`src/rtl/freq_gen.sv`:
```
// freq_gen: button-stepped 0..9 square-wave generator with 7-segment readout.
// Half-period is HALF_BASE >> sel clk cycles; each button is synchronized and debounced.
module freq_gen #(
    parameter int HALF_BASE  = 512,
    parameter int DEB_CYCLES = 1000,
    parameter int CNT_W      = 10
) (
    input  logic       clk,
    input  logic       rst,
    input  logic       btn_up,
    input  logic       btn_dn,
    output logic       sig,
    output logic [6:0] segments
);
    localparam int DW = $clog2(DEB_CYCLES + 1);
    localparam logic [DW-1:0] DEB_MAX = DW'(DEB_CYCLES);
    localparam logic [CNT_W:0] HB = (CNT_W + 1)'(HALF_BASE);
    localparam logic [CNT_W:0] ONE = (CNT_W + 1)'(1);

    logic [1:0] s1_q, s2_q, lvl_q, lvl, pulse;
    logic [3:0] sel_q, sel_d;
    logic [CNT_W-1:0] cnt_q, cnt_d;
    logic [CNT_W:0] half_s, half;
    logic sig_q, sig_d, up, dn, wrap;

    for (genvar b = 0; b < 2; b++) begin : g_btn
        logic [DW-1:0] deb_q, deb_d;
        assign deb_d = !s2_q[b] ? '0 : deb_q == DEB_MAX ? deb_q : deb_q + DW'(1);
        assign lvl[b] = deb_q == DEB_MAX;
        always_ff @(posedge clk or posedge rst)
            if (rst) deb_q <= '0;
            else deb_q <= deb_d;
    end

    assign pulse = lvl & ~lvl_q;
    assign up = pulse[0] & ~pulse[1] & (sel_q != 4'd9);
    assign dn = pulse[1] & ~pulse[0] & (sel_q != 4'd0);
    assign sel_d = up ? sel_q + 4'd1 : dn ? sel_q - 4'd1 : sel_q;

    // A zero half-period (small HALF_BASE at high settings) behaves as 1: toggle every cycle.
    assign half_s = HB >> sel_q;
    assign half = half_s == '0 ? ONE : half_s;
    assign wrap = {1'b0, cnt_q} == half - ONE;
    assign cnt_d = (up | dn | wrap) ? '0 : cnt_q + CNT_W'(1);
    assign sig_d = (up | dn) ? sig_q : sig_q ^ wrap;

    always_ff @(posedge clk or posedge rst)
        if (rst) begin
            s1_q  <= '0;
            s2_q  <= '0;
            lvl_q <= '0;
            sel_q <= '0;
            cnt_q <= '0;
            sig_q <= 1'b0;
        end else begin
            s1_q  <= {btn_dn, btn_up};
            s2_q  <= s1_q;
            lvl_q <= lvl;
            sel_q <= sel_d;
            cnt_q <= cnt_d;
            sig_q <= sig_d;
        end

    always_comb begin
        case (sel_q)
            4'd0:    segments = 7'h3F;
            4'd1:    segments = 7'h06;
            4'd2:    segments = 7'h5B;
            4'd3:    segments = 7'h4F;
            4'd4:    segments = 7'h66;
            4'd5:    segments = 7'h6D;
            4'd6:    segments = 7'h7D;
            4'd7:    segments = 7'h07;
            4'd8:    segments = 7'h7F;
            4'd9:    segments = 7'h6F;
            default: segments = 7'h00;
        endcase
    end

    assign sig = sig_q;
endmodule

```
`config.mk`:
```
export PLATFORM = sky130hd
export DESIGN_NAME = freq_gen
export DESIGN_NICKNAME = d
export VERILOG_FILES = /design/src/rtl/freq_gen.sv
export SDC_FILE = /design/constraint.sdc
export NUM_CORES = 1
export LEC_CHECK = 0
export BUFFER_PORTS_ARGS = -buffer_cell sky130_fd_sc_hd__buf_2
export CORE_MARGIN = 1.5
export CORE_UTILIZATION = 41
export CTS_CLUSTER_DIAMETER = 80
export DETAILED_ROUTE_END_ITERATION = 16
export GPL_TIMING_DRIVEN = 1
export PLACE_DENSITY = 0.63
export SYNTH_ARGS = -nofsm -noshare
export SYNTH_HDL_FRONTEND = slang
export SYNTH_SLANG_ARGS = --single-unit
```
`constraint.sdc`:
```
create_clock -name clk -period 4.7 [get_ports clk]
set_input_delay 0.235 -clock clk [delete_from_list [all_inputs] [get_ports clk]]
set_output_delay 0.235 -clock clk [all_outputs]
set_load 0.01 [all_outputs]
```
==> flow_metrics.env <==
export IMPL_drive_gt1_share_pct=10.9
export IMPL_path_class="reg2reg"
export IMPL_setup_viol=0
export IMPL_rsz0062_at_grt="false"
export IMPL_worst_skew_pair_late_latency_ps=290
export IMPL_fmax_mhz=262
export IMPL_syn_nets=301
export IMPL_ioPinCount=12
export IMPL_p_per_area_mw_per_mm2=219
export IMPL_wl_per_cell_um=13.4
export IMPL_fin_skew_ps=2.46
export IMPL_cts_hold_buf=0
export IMPL_antenna_found_initial=0
export IMPL_maxSlewViolCount=0
export IMPL_grt_max_degree=42
export IMPL_worst_path_max_fanout=14
export IMPL_final_cell_mix="dfrtp_1 (41), nor2_1 (26), nand2_1 (20)"
export IMPL_min_path_type="in2reg"
export IMPL_diodes=0
export IMPL_grt_pass1_vias=1904
export IMPL_numClockSinks=41
export IMPL_start_kind="register"
export IMPL_synth_distinct_cells=51
export IMPL_cap_violations=0
export IMPL_fin_tns_setup_ps=0
export IMPL_track_usage_pct=16.4
export IMPL_syn_inst=284
export IMPL_dpl_cell_area_mm2=0.00271
export IMPL_ys_seq_area_share_pct=39.3
export IMPL_cts_clk_slew_worst_paths_ps=80
export IMPL_start_util_pct=43.3
export IMPL_io_buffers=11
export IMPL_rows=28
export IMPL_num_vias=2010
export IMPL_arrival_ps=3980
export IMPL_period_minus_slack_ps=3810
export IMPL_die_area_mm2=0.00685
export IMPL_cts_resized=0
export IMPL_die_h_um=82.8
export IMPL_grt_overflow=0
export IMPL_synth_warnings=0
export IMPL_grt_pass1_wl_um=8610
export IMPL_finalInstanceArea_mm2=0.00279
export IMPL_drt_iter0_markers=91
export IMPL_p_leak_nw=1.28
export IMPL_cts_tree="yes"
export IMPL_cts_max_level=2
export IMPL_final_common_cell="dfrtp_1"
export IMPL_synth_edf_count=0
export IMPL_detail_route_antenna_nets=0
export IMPL_avgSynthCellArea_um2=9.19
export IMPL_detail_route_first_pass_iterations=4
export IMPL_dpl_hpwl_um=3530
export IMPL_status="completed"
export IMPL_final_nets=309
export IMPL_root_buffer="clkbuf_8"
export IMPL_vdd_ir_drop_max_uv=180
export IMPL_synth_ff_type="dfrtp_1"
export IMPL_relSlewSlack_pct=52.7
export IMPL_wl_um=4940
export IMPL_async_flop_share_pct=100
export IMPL_core_mm2=0.00603
export IMPL_layout_worst_path_cycle_share_pct=81.1
export IMPL_numCtsBuffers=5
export IMPL_tightest_slew_ps=703
export IMPL_syn_area_mm2=0.00261
export IMPL_cts_buffer_depth=2
export IMPL_remaining_drc_errors=0
export IMPL_synth_seq_cells=41
export IMPL_critPathRequiredTime_ps=4870
export IMPL_area_growth_pct=7.00
export IMPL_gp_congestion=0.821
export IMPL_end_kind="register"
export IMPL_fp_dieW_um=82.8
export IMPL_cts_setup_buffers=0
export IMPL_hold_viol=0
export IMPL_viasPerCell=5.46
-- flip-flops by register name, indices dropped and copies added (netlist names) --
name         cells
cnt_q           10
g_btn.deb_q     20
lvl_q            2
s1_q             2
s2_q             2
sel_q            4
sig              1
-- per-layer routing --
metal,vias up,GRT usage (%),share of wire [%]
met1,956,21.8,50
met5,-,0,0
met3,8,3.41,4.0
met2,41,26.9,45
li1,1005,-,-
met4,0,5.17,1.4
-- report_power, final --
part / total (W) / internal, W / switching, W
Combinational: 0.0000221 / 0.00000884 / 0.0000132
Clock: 0.000224 / 0.000103 / 0.000121
Sequential: 0.000365 / 0.000358 / 0.00000701
Total: 0.000612 / 0.000470 / 0.000142
-- worst max-delay path: stages, from the launching register on --
cell and delay (ps):
dfrtp_1 490, inv_1 130, ha_1 330, nor3_1 280
nor2_1 110, o21a_1 210, ha_1 350, nor4b_1 210
a21oi_1 240, o211ai_1 140, xor2_1 160, or4_4 580
o21ai_2 360, nor2_1 100
-- cell usage after synthesis, drive strengths merged (2+ instances only) --
library cell	n	share of area, %
a21boi	6	1.7
a21oi	15	2.9
and2	13	3.1
nand2	20	2.9
nand3	17	3.3
o2111ai	4	1.3
nor3	2	0.58
xnor2	16	5.4
nor4	3	1.2
buf	6	1.6
a211oi	3	0.86
dfrtp	41	39
nor3b	2	0.77
nand4b	2	0.67
nor2	26	3.7
nor4bb	2	0.77
or3	8	1.9
ha	12	5.8
o211ai	2	0.58
inv	15	2.2
nor2b	5	1.2
xor2	11	3.7
clkbuf	6	0.86
o21ai	13	2.6
nor4b	2	0.67
a21o	2	0.58
and3	10	2.4
mux2i	3	1.2
-- metrics by stage --
stage / instances / total power [W] / util [%] / hold WS [ps] / setup WS (ps)
floorplan: 284 / 0.000387 / - / 266 / 1310
global placement: 360 / 0.000394 / 45.0 / 332 / 1000
detailed placement: 360 / 0.000395 / 45.0 / 336 / 935
CTS: 368 / 0.000620 / 46.3 / 34.0 / 915
global route: 368 / 0.000640 / 46.3 / 26.1 / 494
finish: 368 / 0.000612 / 46.3 / 45.6 / 887
-- final timing paths --
| kind | from | endpoint | slack [ps] | depth (start not counted) |
|---|---|---|---|---|
| worst max-delay path | sel_q[1] | cnt_q[7] | 890 | 13 |
| worst min-delay path | btn_up | s1_q[0] | 50 | 1 |
| worst max register to register | sel_q[1] | cnt_q[7] | 890 | 13 |
| worst min register to register | s1_q[1] | s2_q[1] | 350 | 0 |
| max in group asynchronous | rst | cnt_q[7] | 4290 | 3 |
| min in group asynchronous | rst | s2_q[0] | 60 | 3 |
-- cells by family after synthesis --
family | count (synthesis) | share of synthesized area, %
xor+xnor | 27 | 9.06
buf+inv | 27 | 4.60
mux | 4 | 1.58
fa+ha+maj | 13 | 6.52
compound gates | 52 | 13.2
flops | 41 | 39.3
simple gates | 120 | 25.7
-- layout make-up --
| cell class | count | area, um2 |
|---|---|---|
| repair buffers | 13 | 70.1 |
| multi-input cells | 216 | 1460 |
| clock buffers | 6 | 72.6 |
| inverters | 15 | 56.3 |
| fillers | 585 | 3230 |
| clock inverters | 2 | 10.0 |
| flip-flops and latches | 41 | 1030 |
| well taps | 75 | 93.8 |
Note: power is estimated with default switching activity, not from simulation.
